`src/rtl/counter_three_monitor.sv`:
```
// Receive-side checker for a 3-bit up/down counter bus: direction recovery, lock, and error/wrap/reversal flags.
// Latency: all outputs registered; the sample taken at an edge is reflected right after that edge.
// Backpressure: none; data is only sampled when en is high, otherwise all state holds and pulses drop.
module counter_three_monitor #(
  parameter int LOCK_N = 2,
  parameter int WRAP_W = 8
) (
  input  logic              clk,
  input  logic              reset,
  input  logic [2:0]        data,
  input  logic              en,
  output logic              ud,
  output logic              locked,
  output logic              err,
  output logic              wrap,
  output logic              dir_chg,
  output logic [WRAP_W-1:0] wrap_cnt,
  output logic [7:0]        err_cnt
);

  localparam logic [1:0] S_IDLE   = 2'd0;
  localparam logic [1:0] S_ACQ    = 2'd1;
  localparam logic [1:0] S_LOCKED = 2'd2;

  localparam logic [2:0]        LOCK_V   = 3'(LOCK_N);
  localparam logic [WRAP_W-1:0] WRAP_ONE = WRAP_W'(1);

  logic [1:0]        state, state_n;
  logic [2:0]        prev, prev_n;
  logic [2:0]        run, run_n;
  logic              cand, cand_n;
  logic              ud_n;
  logic              err_n, wrap_n, dir_chg_n;
  logic [WRAP_W-1:0] wrap_cnt_n;
  logic [7:0]        err_cnt_n;

  logic [2:0] step;
  logic       step_up;
  logic       step_dn;
  logic       step_legal;
  logic       step_wrap;

  // Classify the step between the previous sample and the current one.
  always_comb begin
    step       = data - prev;
    step_up    = (step == 3'd1);
    step_dn    = (step == 3'd7);
    step_legal = step_up | step_dn;
    step_wrap  = ((prev == 3'd7) && (data == 3'd0)) || ((prev == 3'd0) && (data == 3'd7));
  end

  // Next-state logic: acquisition run tracking, lock/unlock decisions and pulse generation.
  always_comb begin
    state_n    = state;
    prev_n     = prev;
    run_n      = run;
    cand_n     = cand;
    ud_n       = ud;
    err_n      = 1'b0;
    wrap_n     = 1'b0;
    dir_chg_n  = 1'b0;
    wrap_cnt_n = wrap_cnt;
    err_cnt_n  = err_cnt;

    if (en) begin
      // prev always tracks the latest qualified sample, whatever the state.
      prev_n = data;
      case (state)
        S_IDLE: begin
          run_n   = 3'd0;
          state_n = S_ACQ;
        end

        S_ACQ: begin
          if (!step_legal) begin
            run_n = 3'd0;
          end else if ((run == 3'd0) || (step_up == cand)) begin
            cand_n = step_up;
            run_n  = run + 3'd1;
          end else begin
            // Reversal during acquisition restarts the run in the new direction.
            cand_n = step_up;
            run_n  = 3'd1;
          end
          if (step_legal && (run_n == LOCK_V)) begin
            state_n = S_LOCKED;
            ud_n    = cand_n;
          end
        end

        S_LOCKED: begin
          if (!step_legal) begin
            err_n   = 1'b1;
            state_n = S_ACQ;
            run_n   = 3'd0;
            if (err_cnt != 8'hFF) begin
              err_cnt_n = err_cnt + 8'd1;
            end
          end else begin
            if (step_up != ud) begin
              dir_chg_n = 1'b1;
              ud_n      = step_up;
            end
            // Wrap is judged independently of the reversal, so both may pulse together.
            if (step_wrap) begin
              wrap_n     = 1'b1;
              wrap_cnt_n = wrap_cnt + WRAP_ONE;
            end
          end
        end

        default: begin
          state_n = S_IDLE;
        end
      endcase
    end
  end

  // State and output registers; reset clears everything immediately.
  always_ff @(posedge clk or negedge reset) begin
    if (!reset) begin
      state    <= S_IDLE;
      prev     <= 3'd0;
      run      <= 3'd0;
      cand     <= 1'b1;
      ud       <= 1'b1;
      err      <= 1'b0;
      wrap     <= 1'b0;
      dir_chg  <= 1'b0;
      wrap_cnt <= '0;
      err_cnt  <= 8'd0;
    end else begin
      state    <= state_n;
      prev     <= prev_n;
      run      <= run_n;
      cand     <= cand_n;
      ud       <= ud_n;
      err      <= err_n;
      wrap     <= wrap_n;
      dir_chg  <= dir_chg_n;
      wrap_cnt <= wrap_cnt_n;
      err_cnt  <= err_cnt_n;
    end
  end

  // Lock indication is a straight decode of the registered state.
  always_comb begin
    locked = (state == S_LOCKED);
  end

endmodule

```
`config.mk`:
```
export PLATFORM = sky130hd
export DESIGN_NAME = counter_three_monitor
export DESIGN_NICKNAME = d
export VERILOG_FILES = /design/src/rtl/counter_three_monitor.sv
export SDC_FILE = /design/constraint.sdc
export NUM_CORES = 1
export LEC_CHECK = 0
export CAP_MARGIN = 10
export CORE_MARGIN = 4
export CORE_UTILIZATION = 50
export CTS_CLUSTER_DIAMETER = 50
export DETAILED_ROUTE_END_ITERATION = 7
export GPL_TIMING_DRIVEN = 0
export PLACE_DENSITY = 0.76
export REMOVE_ABC_BUFFERS = 1
export SETUP_SLACK_MARGIN = 0.15
export SLEW_MARGIN = 20
export SYNTH_ARGS = -nofsm -noshare
export SYNTH_HDL_FRONTEND = slang
export SYNTH_SLANG_ARGS = --single-unit
```
`constraint.sdc`:
```
create_clock -name clk -period 2.8 [get_ports clk]
set_input_delay 0.7 -clock clk [delete_from_list [all_inputs] [get_ports clk]]
set_output_delay 0.7 -clock clk [all_outputs]
set_load 0.1 [all_outputs]
```
== Yosys cells after proc, flatten, opt, wreduce, memory -nomap -nowiden ==
Cells that the tools add are included.
Widths: inputs -> output; s select.

* Add/subtract/negate cells: 4
* $mul: 0
* Div/mod/pow operators: 0
* $lt $le $gt $ge: 0
* Eq/ne operators: 14
* Shifts and indexed selects: 0
* Muxes and demuxes: 25
* Bitwise gates (word level): 2
* Reduce and logical (&&, ||, !) cells: 17

{| class="wikitable"
|+ Operators with widths
! operator !! number
|-
| $add 8x1->8 const B || 2
|-
| $mux 1 || 15
|-
| $mux 3 || 5
|-
| $eq 3x3->1 const B || 3
|-
| $logic_not 3->1 || 3
|-
| $pmux 3 s3 || 1
|-
| $ne 8x8->1 const B || 1
|-
| $reduce_and 4->1 || 2
|-
| $pmux 2 s3 || 1
|-
| $reduce_and 3->1 || 2
|-
| $reduce_and 5->1 || 1
|-
| $mux 2 || 2
|-
| $ne 2x1->1 const B || 2
|-
| $ne 2x2->1 const B || 2
|-
| $add 3x1->3 const B || 1
|-
| $eq 3x1->1 const B || 1
|-
| $eq 3x2->1 const B || 1
|-
| $logic_and 1x1->1 || 3
|-
| $reduce_bool 3->1 || 1
|-
| $sub 3x3->3 || 1
|-
| $eq 2x1->1 const B || 1
|-
| $eq 2x2->1 const B || 1
|-
| $logic_not 2->1 || 1
|-
| $logic_or 1x1->1 || 2
|-
| other kinds (7) || 7
|}

* Register bits: 29
* Latch bits: 0
* Memory bits (writable): 0
* Memory bits (read-only): 0
* Bits of input ports: 6
* Output and inout bits: 21
* Word-level logic and storage cells: 72
* Memories: 0

== Depth between registers and ports, before layout ==
Gate-level depths: netlist (run 1).

* Word-level depth: 12
* Gate-level depth with buffers: 10
* Mapped depth without buffers: 9

== Least setup slack after synthesis (run 1) ==
Ideal clock, no wire load.

* Kind: register to register
* From: register state[0]
* To: register wrap_cnt[4]
* Setup time: 0.159 ns
* Arrival time: 3.181 ns
* Data required time: 2.641 ns
* Slack: -0.540 ns
* Stages on the path, launching flop included: 9
* Path buffers: 2
* Clock period less this slack: 3.340 ns
* Cell sequence: dfrtp_1 > clkbuf_1 > nor2b_1 > nand2_1 > or4b_1 > buf_2 > inv_2 > nand4_1 > xnor2_1

* Longest elaborated chain between the ends: 2

{| class="wikitable"
|+ RTL lines
! what !! line !! RTL
|-
| start: declaration || 28 || <nowiki>logic [1:0] state, state_n;</nowiki>
|-
| start signal: assignment || 133 || <nowiki>state <= state_n;</nowiki>
|-
| $eq 2x2->1 || n/a ||
|-
| via locked || 13 || <nowiki>output logic locked,</nowiki>
|-
| $reduce_and 4->1 (no source line) || n/a ||
|-
| end signal: assignment || 141 || <nowiki>wrap_cnt <= wrap_cnt_n;</nowiki>
|-
| end: declaration || 17 || <nowiki>output logic [WRAP_W-1:0] wrap_cnt,</nowiki>
|}

The timed path passes the listed nets, and every way through them passes these cells.
A chain may end at the register's enable or synchronous reset.

== Worst setup path after layout (run 1) ==
* From: input data[0]
* To: register wrap

* Longest elaborated chain between the ends: 7
* Elaborated cells between the ends (all ways): 13
* Classes of those cells: add/sub (1); eq/ne (3); mux (4); bitwise (1); reduce/logical (4)

{| class="wikitable"
|+ RTL lines
! what !! line !! RTL
|-
| start: declaration || 10 || <nowiki>input logic [2:0] data,</nowiki>
|-
| branches (longest 4 deep; another with $sub 3x3->3) || n/a ||
|-
| $mux 1 * || 92 || <nowiki>if (!step_legal) begin</nowiki>
|-
| $mux 1 * || 68 || <nowiki>case (state)</nowiki>
|-
| $mux 1 * || 65 || <nowiki>if (en) begin</nowiki>
|-
| via wrap_n || 33 || <nowiki>logic err_n, wrap_n, dir_chg_n;</nowiki>
|-
| end signal: assignment || 139 || <nowiki>wrap <= wrap_n;</nowiki>
|-
| end: declaration || 15 || <nowiki>output logic wrap,</nowiki>
|}

Mark *: on every way through the listed nets, which the timed path passes.

==> flow_summary.yaml, run 1 <==
synth:
  synth-adder-area-share: 0.0523
  ys.flop_type: "dfrtp_1"
  synth_compound_area_frac: 0.117
  synth_top_family_by_area: "simple AND/OR/NAND/NOR gates"
  ys_ff_latch: 29
  synth_cells: 151
  ys_warn_count: 0
  seq_area_frac_synth: 0.461
  synth.cell_area_um2: 1580
  async_reset_ff_frac: 1.00
  synth-simple-area-share: 0.196
  synth.distinct_cells: 45
  synth.area.mux_share: 0.0356
  avgSynthCellArea_um2: 10.5
  synthXorXnorAreaFrac: 0.102
  synth_edf_count: 0
global_route:
  antenna_found_initial: 0
  grt_pass1_wl_mm: 5.66
  overflow: 0
  grt_max_degree: 30
  grt_pass1_vias: 1245
  grtUsageTotal: 0.176
floorplan:
  die_w_um: 64.2
  io_pins: 27
  die_h_um: 64.2
  core_area_um2: 3030
  num_rows: 20
  start_util: 0.522
  die-area_um2: 4120
worst_setup_path:
  crit_path_end_kind: "register"
  startpoint_type: "input port"
  arrival_ns: 2.90
  crit_required_ns: 3.08
  worstPathMaxFanout: 5
  crit_type: "input port to register"
final_layout:
  drive_gt1_frac: 0.219
  insertedDiodeCount: 0
  final_nets: 203
  stdcell_count: 236
  synthToLayoutAreaGrowth_pct: 30.5
  nFillCells: 239
  final_util: 0.681
timing:
  timing.hold.ws_ns: 0.383
  fmax_mhz: 383
  period_needed_ns: 2.61
  skew_ns: 0.00531
  worstMarginPinSlew_ns: 0.985
  setup_viol: 0
  hold_violations: 0
  fin_crit_sh: 0.933
  max_slew_margin: 0.342
  rsz0062_at_grt: "yes"
  slew_viol_final: 0
  finalSetupTns_ns: 0
pwr:
  power.density_nw_per_um2: 521
  comb_power_share: 0.317
  pwr-share-clk: 0.230
  power_frac_seq: 0.453
  finalPower_mw: 1.07
  p_leak_nw: 1.16
  p_sw_frac: 0.359
  p_sw_mw: 0.386
  irDropWorstVdd_mv: 0.320
  p_int_mw: 0.689
place:
  dp_hpwl_mm: 2.27
  place_congestion: 0.785
  dp_cells: 216
  port_buffers: 26
clock_tree:
  cts_tree: "built"
  clkSinkCount: 29
  cts_made_buffers: 5
  cts.htree.levels: 2
  clockBufferDepth: 2
  clock_latency_ns: 0.33
  cts_root_buffer: "clkbuf_4"
  clk_pin_slew_worst_paths_ns: 0.10
drt:
  vias: 1256
  dr.pass1.iters: 4
  drc: 0
  routedWlPerCell_um: 13.8
  wirelength_mm: 3.25
  drtAntennaViolNets: 0
  drt_iter0_drc: 73
  viasPerCell: 5.32
run_status:
  status: "finished, final reports clean"
min_path:
  worstHoldPathType: "input port to asynchronous set/reset pin"
flow_run:
  maxCapViolCount: 0
==> registers in the layout, summed over array words and instances, names as in the netlist <==
signal    cells
cand          1
dir_chg       1
err           1
err_cnt       8
prev          3
run           3
state         2
ud            1
wrap          1
wrap_cnt      8
==> power by group through the flow <==
stage	logic, mW	clock network, mW	registers (mW)
after floorplan	0.168	0	0.545
after global placement	0.284	0	0.492
after detailed placement	0.293	0	0.496
after CTS	0.337	0.258	0.487
after global routing	0.367	0.283	0.494
final	0.340	0.248	0.487
==> placed cells by master (no fill, tap or decap), drive strengths merged, types with 2 or more instances in the layout <==
cell type,synthesis,layout
o21ai,6,6
and2,2,2
a211oi,2,2
nor3b,2,2
dfstp,2,2
nand4,3,3
dfrtp,27,27
nand2,11,11
nor2,5,5
nand3,11,11
buf,1,14
clkinv,0,2
dlygate4sd2,0,4
ha,5,5
dlymetal6s2s,0,12
nor3,2,2
and3,4,4
a31oi,2,2
a22o,3,3
nand2b,2,2
xor2,4,4
nor2b,3,3
mux2,5,5
a21oi,6,6
clkdlybuf4s50,0,7
inv,10,10
xnor2,11,11
clkbuf,4,6
==> through the flow <==
stage          area (um^2)  setup slack, ns
2_1_floorplan         1560           -0.504
3_3_place_gp          1880           -0.855
3_5_place_dp          1870           -0.961
4_1_cts               2020            0.153
5_1_grt               2060           0.0991
6_report              2060            0.186
==> synthesized netlist by cell type, types with 2 or more instances <==
library cell  number  area share
dfrtp_1           27        0.43
nand2_1           11       0.026
nor2_1             5       0.012
and3_1             4       0.016
xor2_1             4       0.022
nand3_1           11       0.035
nand2b_1           2      0.0079
xnor2_1           10       0.055
and2_1             2      0.0079
nor3_2             2       0.013
clkbuf_1           4      0.0095
ha_1               5       0.040
a31oi_1            2      0.0079
a22o_1             3       0.017
o21ai_0            6       0.019
nand4_1            3       0.012
nor3b_1            2      0.0095
dfstp_2            2       0.033
mux2_2             5       0.036
nor2b_1            3       0.012
a21oi_1            6       0.019
inv_1              9       0.021
==> per-layer routing <==
metal,track usage,part of all wire
met1,0.221,0.46
met2,0.277,0.48
met3,0.0650,0.045
met4,0.0633,0.015
met5,0,0
==> worst max-delay path, stage by stage <==
cell,delay (ns)
buf_4,0.09
inv_1,0.04
ha_2,0.18
fa_2,0.37
xnor3_2,0.31
xnor2_4,0.19
or4b_4,0.55
inv_4,0.10
buf_4,0.11
buf_4,0.09
buf_4,0.09
buf_4,0.08
==> logic make-up (layout without fill, tap and decap cells) <==
kind of cell / after synthesis / in the layout
flip-flops: 29 / 29
AND/OR/NAND/NOR: 53 / 53
buffers and inverters: 15 / 56
adder cells (fa/ha/maj): 6 / 6
multiplexers: 5 / 5
XOR/XNOR: 16 / 16
AO/OA/AOI/OAI: 27 / 27
==> area by class of cell <==
cell class | count | area, um^2 | area share
multi-input cells | 107 | 821 | 0.398
flip-flops and latches | 29 | 728 | 0.353
repair buffers | 38 | 363 | 0.176
well taps | 44 | 55.1 | 0.0267
inverters | 10 | 40.0 | 0.0194
clock buffers | 5 | 37.5 | 0.0182
clock inverters | 3 | 17.5 | 0.00850
==> worst paths after layout <==
kind,startpoint,end,slack (ns),depth (start not counted)
hold reg to reg,wrap_cnt[7],wrap_cnt[7],0.47,1
setup / recovery,data[0],wrap,0.19,12
hold / removal,reset,wrap_cnt[4],0.38,1
setup reg to reg,prev[0],wrap,0.26,10
max in group asynchronous,reset,run[2],2.00,1
min in group clk,wrap_cnt[7],wrap_cnt[7],0.47,1
==> timing repair <==
action	CTS	global route
pin swaps	3	2
buffers inserted	10	2
resized for setup	16	16
setup endpoints to repair	29	17
hold buffers	0	0
Note: power is estimated with default switching activity, not from simulation.
==> inputs of run 2 (changes only) <==
--- a/config.mk
+++ b/config.mk
@@ -8,10 +8,12 @@
 export CAP_MARGIN = 10
 export CORE_MARGIN = 4
 export CORE_UTILIZATION = 50
+export CTS_BUF_LIST = sky130_fd_sc_hd__clkbuf_4
 export CTS_CLUSTER_DIAMETER = 50
 export DETAILED_ROUTE_END_ITERATION = 7
+export DONT_BUFFER_PORTS = 1
 export GPL_TIMING_DRIVEN = 0
-export PLACE_DENSITY = 0.76
+export PLACE_DENSITY = 0.65
 export REMOVE_ABC_BUFFERS = 1
 export SETUP_SLACK_MARGIN = 0.15
 export SLEW_MARGIN = 20
==> flow_summary.yaml, run 2 (same netlist as run 1, synthesis figures left out) <==
pwr:
  comb_power_share: 0.263
  power.density_nw_per_um2: 594
  p_sw_mw: 0.380
  p_sw_frac: 0.350
  p_leak_nw: 0.848
  pwr-share-clk: 0.231
  irDropWorstVdd_mv: 0.242
  p_int_mw: 0.706
  power_frac_seq: 0.506
floorplan:
  die_w_um: 64.2
  num_rows: 20
  die_h_um: 64.2
  io_pins: 27
  die-area_um2: 4120
  core_area_um2: 3030
  start_util: 0.522
timing:
  setup_viol: 0
  skew_ns: 0.00391
  period_needed_ns: 2.62
  max_slew_margin: 0.337
  worstMarginPinSlew_ns: 0.994
  hold_violations: 0
  finalSetupTns_ns: 0
  fmax_mhz: 382
  fin_crit_sh: 0.935
  setup_ws_ns: 0.182
  rsz0062_at_grt: "yes"
  slew_viol_final: 0
worst_setup_path:
  crit_path_end_kind: "register"
  path_cells: "ha_2 -> fa_2 -> xnor3_2 -> buf_4 -> or3b_2 -> a211oi_2 -> a21oi_1 -> mux2_2"
  arrival_ns: 2.87
  cpMaxStageDelayCell: "or3b_2"
  reg2reg_depth: 8
  crit_required_ns: 3.05
  worst_path_largest_cell_delay_ns: 0.46
  path_buf_inv: 1
  crit_cells: 8
  cp_top_family: "adder cells"
  crit_type: "register to register"
  startpoint_type: "register"
  worstPathMaxFanout: 4
run_status:
  status: "finished, final reports clean"
global_route:
  antenna_found_initial: 0
  grt_max_degree: 30
  overflow: 0
  grt_pass1_vias: 1110
  grtUsageTotal: 0.161
  grt_pass1_wl_mm: 5.15
drt:
  dr.pass1.iters: 4
  drtAntennaViolNets: 0
  routedWlPerCell_um: 15.3
  vias: 1165
  viasPerCell: 5.50
  wirelength_mm: 3.25
  drc: 0
  drt_iter0_drc: 33
clock_tree:
  cts_made_buffers: 5
  clockBufferDepth: 2
  clk_pin_slew_worst_paths_ns: 0.09
  cts_root_buffer: "clkbuf_4"
  cts.htree.levels: 2
  clock_latency_ns: 0.32
  cts_hold_buf: 0
  cts_tree: "built"
  clkSinkCount: 29
final_layout:
  final_nets: 179
  drive_gt1_frac: 0.244
  final_util: 0.604
  nFillCells: 264
  final_common_cell: "dfrtp_1"
  final_cell_mix: "dfrtp_1 (27), buf_4 (12), nand2_1 (11), nand3_1 (11), xnor2_1 (10)"
  insertedDiodeCount: 0
  stdcell_area_um2: 1830
  synthToLayoutAreaGrowth_pct: 15.7
  reg_top3: "err_cnt: 8 flops, wrap_cnt: 8 flops"
min_path:
  worstHoldPathType: "input port to asynchronous set/reset pin"
place:
  dpl_cell_area_um2: 1650
  pre_cts_slack_ns: -0.461
  dp_hpwl_mm: 2.16
  place_congestion: 0.759
  port_buffers: 0
flow_run:
  maxCapViolCount: 0
-- run 2: per-layer routing --
layer  share of wire  global-route usage  vias up
li1                -                   -      568
met4          0.0089              0.0396        0
met1            0.43               0.184      566
met3           0.062              0.0738        6
met5               0                   0        -
met2            0.50               0.272       25
-- run 2: path summary, 6_finish.rpt --
kind,slack (ns),to,from
max,0.18,ud,prev[0]
min reg2reg,0.55,run[2],run[2]
max reg2reg,0.18,ud,prev[0]
min,0.06,run[0],reset
min in group clk,0.50,state[0],en
max in group asynchronous,2.56,ud,reset
-- run 2: what timing repair did --
| item | in CTS | in global routing |
|---|---|---|
| endpoints found under the setup margin | 8 | 4 |
| cloned | 0 | 0 |
| pin swaps | 0 | 3 |
| buffers inserted | 3 | 9 |
| gates resized for setup | 4 | 4 |
| hold endpoints to repair | 0 | 0 |
-- run 2: power by group through the flow --
stage	Clock (mW)	Sequential [mW]	Combinational (mW)
4_1_cts	0.260	0.548	0.239
5_1_grt	0.284	0.557	0.312
3_5_place_dp	0	0.557	0.203
3_3_place_gp	0	0.554	0.194
2_1_floorplan	0	0.545	0.168
6_report	0.251	0.550	0.286
-- run 2: per-stage QoR --
stage          power, mW  cells  hold WS, ns
2_1_floorplan      0.713    146        0.404
3_3_place_gp       0.748    190        0.405
3_5_place_dp       0.759    192        0.405
4_1_cts             1.05    203       0.0487
5_1_grt             1.15    212       0.0286
6_report            1.09    212       0.0604
-- run 2: cell type report --
class                   instances  area, um^2  area share
repair buffers                 14         121      0.0664
inverters                      10        37.5      0.0205
clock buffers                   6        45.0      0.0246
flip-flops and latches         29         728       0.398
well taps                      44        55.1      0.0301
clock inverters                 2        10.0     0.00548
multi-input cells             107         831       0.454
